`src/rtl/buf_pkg.sv`:
```
// Shared constants and types for the circular operand buffer pointer logic.
package buf_pkg;

  localparam int unsigned DefaultBufferWidth = 4;

  function automatic int unsigned depth_f(input int unsigned buffer_width);
    return 32'd1 << buffer_width;
  endfunction

  function automatic int unsigned count_w_f(input int unsigned buffer_width);
    return buffer_width + 32'd1;
  endfunction

  // Error kinds, also decoded by the engine status register.
  typedef enum logic [1:0] {
    ERR_NONE      = 2'd0,
    ERR_OVERFLOW  = 2'd1,
    ERR_UNDERFLOW = 2'd2
  } err_kind_e;

endpackage

```
`src/rtl/wrap_flag.sv`:
```
// Lap tracker: set when the write pointer wraps ahead of the read pointer,
// cleared when the read pointer catches up by wrapping itself.
module wrap_flag #(
  parameter int unsigned AddrW = 4
) (
  input  logic             clk,
  input  logic             aclr,
  input  logic             w_en,
  input  logic             r_en,
  input  logic [AddrW-1:0] w_addr,
  input  logic [AddrW-1:0] r_addr,
  output logic             round
);

  logic round_q;
  logic round_d;
  logic wrap_w;
  logic wrap_r;

  always_comb begin
    wrap_w  = w_en && (&w_addr);
    wrap_r  = r_en && (&r_addr);
    round_d = round_q;
    if (wrap_w && !wrap_r) begin
      round_d = 1'b1;
    end else if (wrap_r && !wrap_w) begin
      round_d = 1'b0;
    end
  end

  always_ff @(posedge clk or posedge aclr) begin
    if (aclr) begin
      round_q <= 1'b0;
    end else begin
      round_q <= round_d;
    end
  end

  assign round = round_q;

endmodule

```
`src/rtl/buffer_ptr_ctrl.sv`:
```
// Read/write pointer, occupancy flag and sticky error controller for the
// circular operand buffer. Strobes are same-cycle; state updates on the edge.
module buffer_ptr_ctrl
  import buf_pkg::*;
#(
  parameter int unsigned BufferWidth = DefaultBufferWidth
) (
  input  logic                   clk,
  input  logic                   aclr,
  input  logic                   Push_Req,
  input  logic                   Pop_Req,
  input  logic                   Clr_Err,
  output logic                   W_En,
  output logic                   R_En,
  output logic [BufferWidth-1:0] W_Addr,
  output logic [BufferWidth-1:0] R_Addr,
  output logic                   Round,
  output logic                   Full,
  output logic                   Empty,
  output logic [BufferWidth:0]   Count,
  output logic                   Overflow,
  output logic                   Underflow
);

  localparam int unsigned Depth  = depth_f(BufferWidth);
  localparam int unsigned CountW = count_w_f(BufferWidth);

  logic [BufferWidth-1:0] w_addr_q, w_addr_d;
  logic [BufferWidth-1:0] r_addr_q, r_addr_d;
  logic                   overflow_q, overflow_d;
  logic                   underflow_q, underflow_d;
  logic                   round;
  logic                   ptr_eq;
  logic [CountW-1:0]      w_ext;
  logic [CountW-1:0]      r_ext;

  // Flags, strobes and next state; strobes are held low during reset.
  always_comb begin
    ptr_eq = (w_addr_q == r_addr_q);
    Empty  = ptr_eq && !round;
    Full   = ptr_eq && round;
    w_ext  = {1'b0, w_addr_q};
    r_ext  = {1'b0, r_addr_q};
    Count  = round ? (CountW'(Depth) - r_ext + w_ext) : (w_ext - r_ext);

    R_En = !aclr && Pop_Req && !Empty;
    W_En = !aclr && Push_Req && (!Full || Pop_Req);

    w_addr_d = w_addr_q + BufferWidth'(W_En);
    r_addr_d = r_addr_q + BufferWidth'(R_En);

    // A fresh rejection outranks a clear in the same cycle.
    overflow_d  = overflow_q;
    underflow_d = underflow_q;
    if (Clr_Err) begin
      overflow_d  = 1'b0;
      underflow_d = 1'b0;
    end
    if (Push_Req && !W_En) overflow_d  = 1'b1;
    if (Pop_Req && !R_En)  underflow_d = 1'b1;
  end

  always_ff @(posedge clk or posedge aclr) begin
    if (aclr) begin
      w_addr_q    <= '0;
      r_addr_q    <= '0;
      overflow_q  <= 1'b0;
      underflow_q <= 1'b0;
    end else begin
      w_addr_q    <= w_addr_d;
      r_addr_q    <= r_addr_d;
      overflow_q  <= overflow_d;
      underflow_q <= underflow_d;
    end
  end

  wrap_flag #(.AddrW(BufferWidth)) u_wrap_flag (
    .clk    (clk),
    .aclr   (aclr),
    .w_en   (W_En),
    .r_en   (R_En),
    .w_addr (w_addr_q),
    .r_addr (r_addr_q),
    .round  (round)
  );

  assign W_Addr    = w_addr_q;
  assign R_Addr    = r_addr_q;
  assign Round     = round;
  assign Overflow  = overflow_q;
  assign Underflow = underflow_q;

  a_full_empty_excl: assert property (@(posedge clk) disable iff (aclr) !(Full && Empty));
  a_count_bound:     assert property (@(posedge clk) disable iff (aclr) Count <= CountW'(Depth));
  a_no_push_full:    assert property (@(posedge clk) disable iff (aclr) !(W_En && Full && !Pop_Req));

endmodule
```
`config.mk`:
```
export PLATFORM = sky130hd
export DESIGN_NAME = buffer_ptr_ctrl
export DESIGN_NICKNAME = d
export VERILOG_FILES = /design/src/rtl/buf_pkg.sv /design/src/rtl/wrap_flag.sv /design/src/rtl/buffer_ptr_ctrl.sv
export SDC_FILE = /design/constraint.sdc
export NUM_CORES = 1
export LEC_CHECK = 0
export CELL_PAD_IN_SITES_DETAIL_PLACEMENT = 1
export CELL_PAD_IN_SITES_GLOBAL_PLACEMENT = 1
export CORE_MARGIN = 2
export CORE_UTILIZATION = 34
export DETAILED_ROUTE_END_ITERATION = 12
export PLACE_DENSITY_LB_ADDON = 0.1
export RECOVER_POWER = 25
export SYNTH_ARGS = -nofsm -noshare
export SYNTH_HDL_FRONTEND = slang
export SYNTH_SLANG_ARGS = --single-unit
```
`constraint.sdc`:
```
create_clock -name clk -period 4.12 [get_ports clk]
set_clock_uncertainty 0.1 [all_clocks]
set_input_delay 0.824 -clock clk [delete_from_list [all_inputs] [get_ports clk]]
set_output_delay 0.824 -clock clk [all_outputs]
set_load 0.005 [all_outputs]
```
Word level (Yosys, flattened, before mapping)
Index checks and enable logic that the tools add are counted.
{"block": "totals", "output_inout_bits": 20, "register_bits": 11}
{"block": "op_classes", "n_addsub": 5, "reduce_logical": 26, "mux": 6, "eq_ne": 1}
{"op": "1-bit logical AND", "count": 12}
{"op": "4-bit by 1-bit adder with 4-bit output", "count": 2}
{"op": "1-bit logical NOT", "count": 8}
{"op": "4-bit AND reduction", "count": 2}
{"op": "2-bit nonzero test", "count": 3}
{"op": "5-bit by 4-bit adder with 5-bit output", "count": 1}
{"op": "1-bit 2-to-1 mux", "count": 5}
{"op": "5-bit 2-to-1 mux", "count": 1}
{"op": "4-bit by 4-bit subtractor with 5-bit output", "count": 1}
{"op": "5-bit by 4-bit subtractor with 5-bit output, first input constant", "count": 1}
{"op": "4-bit == test", "count": 1}
{"op": "1-bit logical OR", "count": 1}

Logic depth before layout (Yosys ltp)
Gate-level depths: netlist of the first run.
{"block": "depth", "word_depth": 10, "depth_mapped": 8}

Cells and area by module
From an unflattened synthesis of the first run, not the netlist that was laid out.
{"block": "hier_totals", "hier_cells": 65, "hier_area_um2": 661.9}
{"mod": "buffer_ptr_ctrl", "area_each_um2": 581.8, "seq_area_each_um2": 250.2, "n_inst": 1, "cells_each": 56}
{"mod": "wrap_flag", "area_each_um2": 80.1, "seq_area_each_um2": 25.0, "n_inst": 1, "cells_each": 9}

Worst setup path after synthesis of the first run
No wires, ideal clock.
{"block": "synth_path", "kind": "input to register", "from": "in aclr", "to": "reg u_wrap_flag.round_q (netlist: u_wrap_flag.round)", "n_path_buf": 0, "arrival_ns": 2.202, "cell_stages": 5, "slack_ns": 1.693, "cell_sequence": "inv_1 -> o21ai_2 -> or3_1 -> ha_1 -> mux2_2"}
{"block": "synth_via", "elab_chain_len": 7, "elab_cells_between_ends": 13, "cone_classes": "1 x mux; 12 x reduce/logical"}
{"element": "start: declaration", "line_no": "buffer_ptr_ctrl.sv:9", "rtl": "input logic aclr,"}
{"element": "1-bit logical NOT (no source line) *"}
{"element": "1-bit logical AND (on tied branches) (2 in a row)", "line_no": "buffer_ptr_ctrl.sv:46, buffer_ptr_ctrl.sv:47"}
{"element": "1-bit logical AND (on tied branches)", "line_no": "wrap_flag.sv:22, wrap_flag.sv:21"}
{"element": "1-bit logical NOT (on tied branches)", "line_no": "wrap_flag.sv:24, wrap_flag.sv:26"}
{"element": "1-bit logical AND (on tied branches)", "line_no": "wrap_flag.sv:24, wrap_flag.sv:26"}
{"element": "1-bit 2-to-1 mux / 2-bit nonzero test (equally long branches)"}
{"element": "end signal: assignment", "line_no": "wrap_flag.sv:35", "rtl": "round_q <= round_d;"}
{"element": "end: declaration", "line_no": "wrap_flag.sv:15", "rtl": "logic round_q;"}
Every way passes the cells marked *; elsewhere a longest branch is shown, timed or not.
A chain may end at the register's enable or synchronous reset.

Worst setup path after layout of the first run
{"block": "layout_path", "from": "in aclr", "to": "out R_En"}
{"block": "layout_via", "elab_chain_len": 3}
{"element": "1-bit logical NOT (no source line)"}
{"element": "1-bit logical AND (2 in a row)", "line_no": "buffer_ptr_ctrl.sv:46", "rtl": "R_En = !aclr && Pop_Req && !Empty;"}
{"element": "end: declaration", "line_no": "buffer_ptr_ctrl.sv:14", "rtl": "output logic R_En,"}
No other way between the ends.

==> run_results.csv, run 1 <==
group,metric,value,unit
outcome,status,"complete, no violations",
grt,gr-total-overflow,0,
timing,finalCritPeriodShare,80.3,%
floorplan,rows,16,
placement,dpl_worst_slack,965,ps
cts,h-tree-depth,1,
setup_path,worst_ep_arrival_time,2380,ps
logic_synthesis,synth_top_area_share,40.7,%
detailed_routing,finalWirelength,1.49,mm
timing,rsz0062_at_grt,"no",
detailed_routing,ant_nets,0,
logic_synthesis,synth-xor-area-share,9.07,%
detailed_routing,drt_first_iter_violations,2,
logic_synthesis,ys.flop_type,"dfrtp_1",
worst_hold_path,hp-class,"flop to flop",
power,peakVddDrop,0.400,mV
timing,fin_tns_setup,0,ps
setup_path,endpoint_kind,"output port",
logic_synthesis,synth_edf_count,0,
cts,clock_latency,260,ps
logic_synthesis,ys_ff_latch,11,
timing,hold_viol_final,0,
placement,gp_congestion,0.708,
cts,cts_buffers,3,
logic_synthesis,syn_nets,78,
logic_synthesis,synth_seq_area_share,40.7,%
logic_synthesis,synthAdderAreaFrac,19.6,%
power,p_per_area,868,mW/mm2
detailed_routing,wl_per_cell,12.6,um
cts,root_buffer,"clkbuf_4",
floorplan,ios,25,
cts,cts_resized,0,
setup_path,startpoint_type,"primary input",
grt,grt_pass1_wl,2.79,mm
setup_path,r2r_cells,7,
cts,ctsHoldBuffers,0,
timing,fin_hold_ws,426,ps
detailed_routing,firstDrtPassIters,2,
logic_synthesis,synth_top_family_by_area,"adder cells",
detailed_routing,drc,0,
worst_hold_path,hold_path_depth,1,
layout,layout.nets,108,
logic_synthesis,async_reset_ff_share,100,%
layout,n_antenna_cell,0,
logic_synthesis,syn_inst,63,
placement,io_buffers,24,
layout,seqCellArea,275,um2
cts,post-cts-setup-buffers,0,
logic_synthesis,synth.mux.area_fraction,1.67,%
logic_synthesis,synth_top_cell_by_area,"dfrtp_1",
floorplan,die_h,48.6,um
floorplan,start_util,35.2,%
layout,fillers,236,
timing,fin_crit,3310,ps
logic_synthesis,synth_most_common_cell,"inv_1",
logic_synthesis,synth-compound-area-share,9.26,%
logic_synthesis,yosys_warnings,0,
logic_synthesis,synth.area.top_cells,"dfrtp_1 41%, ha_1 17%, inv_1 6.7%",
timing,slew_viol_final,0,
floorplan,die_x,48.6,um
detailed_routing,avgViaCountPerCell,4.61,
placement,place_area,957,um2
floorplan,die_area,0.00236,mm2
timing,max_clock_freq,0.302,GHz
setup_path,cp.required,3200,ps
grt,grt_pass1_vias,592,
layout,area_growth,45.2,%
logic_synthesis,synth-simple-area-share,13.0,%
layout,drive_gt1_share,8.70,%
layout,fin_area,981,um2
job,maxCapViolations,0,
logic_synthesis,synth_commonest_cells,"12 x inv_1, 11 x dfrtp_1, 9 x ha_1, 6 x nor2_1, 4 x xnor2_1",
detailed_routing,route.vias.total,549,
setup_path,path_max_fanout,5,
timing,setup_viol,0,
floorplan,coreArea,0.00192,mm2
cts,cts_tree,"yes",
logic_synthesis,synth.avg_cell_area,10.7,um2
grt,grt_usage,15.3,%
grt,grt_max_degree,10,
layout,postLayoutCoreUtil,51.0,%
placement,hpwl,1.27,mm
setup_path,crit_type,"primary input to output port",
logic_synthesis,synthDistinctLibCells,20,
timing,max_slew_margin,66.8,%
cts,cts_buffer_depth,2,
layout,multiInputGateArea,355,um2
logic_synthesis,syn_area,676,um2
timing,worst_pin_slew,497,ps
grt,antenna_found_initial,0,
timing,worst_slack,813,ps
cts,cts.sinks,11,
cts,path_clk_slew,80,ps
power,power.leakage,0.452,nW
-- critical path, cell delays in order --
cell	delay (ps)
dlygate4sd3_1	530
inv_1	190
o21ai_2	110
nor2_1	190
clkdlybuf4s50_1	540
-- final timing paths --
kind                                           from  slack [ps]                            end
worst min register to register  R_Addr[3]$_DFF_PP0_         430            R_Addr[3]$_DFF_PP0_
worst min-delay path            R_Addr[3]$_DFF_PP0_         430            R_Addr[3]$_DFF_PP0_
min in group asynchronous                      aclr         810          Underflow$_DFFE_PP0P_
max in group asynchronous                      aclr        2420            W_Addr[0]$_DFF_PP0_
worst max-delay path                           aclr         810                           R_En
worst max register to register  R_Addr[2]$_DFF_PP0_        1780  u_wrap_flag.round$_DFFE_PP0P_
-- state kept, by name, summed over array words and instances, names as in the netlist --
signal and cells:
R_Addr 4, u_wrap_flag.round 1, Underflow 1, W_Addr 4, Overflow 1
-- logic make-up after synthesis --
kind of cell | Yosys count
AOI/OAI and AO/OA | 7
muxes | 1
xor gates and xnor gates | 7
buffers and inverters | 12
and+or+nand+nor | 15
DFF | 11
adders and majority gates | 10
-- metal layers --
layer | wire [um] | GRT usage [%] | vias to the layer above
li1 | - | - | 269
met2 | 713 | 25.7 | 14
met3 | 52 | 1.85 | 2
met4 | 21 | 5.71 | 0
met1 | 707 | 20.2 | 264
met5 | 0 | 0 | -
-- where the power goes --
| group | leakage [nW] | switching, mW | total [mW] | internal [mW] |
|---|---|---|---|---|
| clock | 0.0177 | 0.0374 | 0.0732 | 0.0358 |
| combinational | 0.301 | 0.219 | 0.560 | 0.341 |
| sequential | 0.133 | 0.0645 | 0.217 | 0.153 |
| total | 0.452 | 0.321 | 0.851 | 0.530 |
-- cell type report --
class                           count  area share, %
Timing Repair Buffer               25           24.9
Clock inverter                      1          0.510
Inverter                           12           4.59
Tap cell                           27           3.44
Multi-Input combinational cell     40           36.2
Sequential cell                    11           28.1
Clock buffer                        3           2.30
-- layout by cell type (no fill, tap or decap) --
| cell type | netlist | layout |
|---|---|---|
| a21oi_1 | 2 | 2 |
| a22o_1 | 2 | 2 |
| clkbuf_1 | 0 | 1 |
| clkbuf_4 | 0 | 3 |
| clkdlybuf4s50_1 | 0 | 23 |
| clkinv_2 | 0 | 1 |
| dfrtp_1 | 11 | 11 |
| dlygate4sd3_1 | 0 | 1 |
| fa_1 | 1 | 1 |
| ha_1 | 9 | 9 |
| inv_1 | 12 | 12 |
| mux2_2 | 1 | 1 |
| nand2_1 | 1 | 1 |
| nand2b_1 | 1 | 1 |
| nand3_1 | 2 | 2 |
| nand4_1 | 2 | 2 |
| nand4_4 | 1 | 1 |
| nor2_1 | 6 | 6 |
| nor3_1 | 1 | 1 |
| o21ai_0 | 1 | 1 |
| o21ai_2 | 1 | 1 |
| o31ai_4 | 1 | 1 |
| or3_1 | 1 | 1 |
| xnor2_1 | 4 | 4 |
| xor2_1 | 3 | 3 |
-- metrics by stage --
| step | power [mW] | std cells |
|---|---|---|
| 2_1_floorplan | 0.478 | 63 |
| 3_3_place_gp | 0.782 | 115 |
| 3_5_place_dp | 0.796 | 115 |
| 4_1_cts | 0.872 | 119 |
| 5_1_grt | 0.935 | 119 |
| 6_report | 0.851 | 119 |
Note: power is estimated with default switching activity, not from simulation.
==> run 2: changes to the inputs <==
CORE_UTILIZATION = 29   (was 34)
clock period = 2.75 ns   (was 4.12 ns; I/O delays follow)
==> run 2 against run 1 <==
Hold slack worse by 10 ps. Highest routed layer unchanged. Largest cell class unchanged. First-iteration DRC count grew to 2.5 times the previous value. Combinational power is 65% higher. Global-route usage is 1.5 points lower. Flip-flop and latch count stayed put. Final area is 4.6% higher. Largest power group unchanged. Via count is 3.6% higher. Critical path depth stayed put. Die area is 16% higher. Setup slack worse by 760 ps. Final cell count is 3.4% higher.
==> run_results.csv, run 2 (synthesis results as in run 1) <==
group,metric,value,unit
cts,h-tree-depth,1,
power,total_power,1.36,mW
detailed_routing,finalWirelength,1.61,mm
setup_path,crit_type,"primary input to output port",
grt,grt_max_degree,11,
timing,finalCritPeriodShare,98.2,%
layout,layout.nets,111,
detailed_routing,drc,0,
timing,setup_viol,0,
placement,hpwl,1.29,mm
grt,grt_pass1_wl,2.62,mm
placement,place_area,973,um2
cts,root_buffer,"clkbuf_4",
timing,slew_viol_final,0,
detailed_routing,route.vias.total,569,
grt,antenna_found_initial,0,
timing,max_clock_freq,0.370,GHz
timing,max_slew_margin,62.5,%
layout,drive_gt1_share,16.8,%
cts,ctsHoldBuffers,0,
setup_path,path_max_fanout,4,
floorplan,die_h,52.3,um
detailed_routing,wl_per_cell,13.1,um
power,power.leakage,0.462,nW
cts,cts_buffer_depth,2,
timing,rsz0062_at_grt,"yes",
floorplan,coreArea,0.00221,mm2
cts,cts_tree,"yes",
grt,grt_pass1_vias,583,
floorplan,die_area,0.00273,mm2
setup_path,startpoint_type,"primary input",
layout,n_antenna_cell,0,
detailed_routing,drt_first_iter_violations,5,
cts,clock_latency,270,ps
setup_path,cp.required,2100,ps
timing,hold_viol_final,0,
grt,gr-total-overflow,0,
floorplan,rows,17,
cts,cts.sinks,11,
timing,fin_crit,2700,ps
job,maxCapViolations,0,
placement,dpl_worst_slack,83.3,ps
floorplan,die_x,52.3,um
floorplan,start_util,30.5,%
outcome,status,"complete, no violations",
layout,mostFrequentLayoutCells,"22 x clkdlybuf4s50_1, 12 x inv_1, 9 x dfrtp_1",
cts,cts_buffers,3,
floorplan,ios,25,
detailed_routing,ant_nets,0,
setup_path,endpoint_kind,"output port",
worst_hold_path,hp-class,"flop to flop",
placement,io_buffers,24,
cts,path_clk_slew,70,ps
layout,layout_commonest_cell,"clkdlybuf4s50_1",
placement,gp_congestion,0.700,
timing,fin_hold_ws,416,ps
timing,worst_slack,50.8,ps
grt,grt_usage,13.8,%
layout,area_growth,51.9,%
power,p_per_area,1320,mW/mm2
detailed_routing,avgViaCountPerCell,4.63,
layout,fin_area,0.00103,mm2
detailed_routing,firstDrtPassIters,4,
timing,fin_tns_setup,0,ps
timing,worst_pin_slew,562,ps
power,peakVddDrop,0.622,mV
setup_path,worst_ep_arrival_time,2050,ps
## run 2: worst paths after layout
check,startpoint,to,slack [ps],cells after the start
hold reg to reg,Underflow$_DFFE_PP0P_,Underflow$_DFFE_PP0P_,420,1
hold / removal,Underflow$_DFFE_PP0P_,Underflow$_DFFE_PP0P_,420,1
setup / recovery,aclr,W_En,50,5
min in group asynchronous,aclr,u_wrap_flag.round$_DFFE_PP0P_,510,2
max in group asynchronous,aclr,R_Addr[3]$_DFF_PP0_,1270,3
setup reg to reg,R_Addr[1]$_DFF_PP0_,u_wrap_flag.round$_DFFE_PP0P_,490,7
## run 2: final cells by class
cell class	count	area [um2]
tap	28	35.0
multi-input combinational	40	377
fill	260	1190
sequential	11	278
clock buffer	4	26.3
inverter	12	45.0
timing repair buffer	28	265
## run 2: worst max-delay path, cell delays in order
cell	delay, ps
dlygate4sd3_1	530
inv_1	160
o31ai_4	110
nor2_1	170
clkdlybuf4s50_1	530
## run 2: timing repair
item	4_1_cts	5_1_grt
gates cloned	0	0
endpoints found under the setup margin	4	3
resized for setup	6	3
buffers inserted	1	0
## run 2: metrics by stage
| stage | util (%) | cells |
|---|---|---|
| 2_1_floorplan | - | 63 |
| 3_3_place_gp | 44.0 | 118 |
| 3_5_place_dp | 44.0 | 118 |
| 4_1_cts | 46.4 | 123 |
| 5_1_grt | 46.4 | 123 |
| 6_report | 46.4 | 123 |
## run 2: power breakdown
group          internal [mW]  switching (mW)
Sequential             0.232          0.0903
Combinational          0.558           0.368
Clock                 0.0561          0.0552
## run 2: routing by layer
| metal | share of wire (%) | up-vias | wire, um | GRT usage [%] |
|---|---|---|---|---|
| li1 | - | 273 | - | - |
| met1 | 43 | 280 | 694 | 17.1 |
| met2 | 52 | 14 | 836 | 21.3 |
| met3 | 3.8 | 2 | 61 | 4.29 |
| met4 | 0.87 | 0 | 14 | 7.69 |
| met5 | 0 | - | 0 | 0 |
==> run 3: changes to the inputs <==
CTS_CLUSTER_DIAMETER = 120   (was not set)
==> results of run 3 <==
No change in the layout: final DEF, timing and power equal those of run 2.
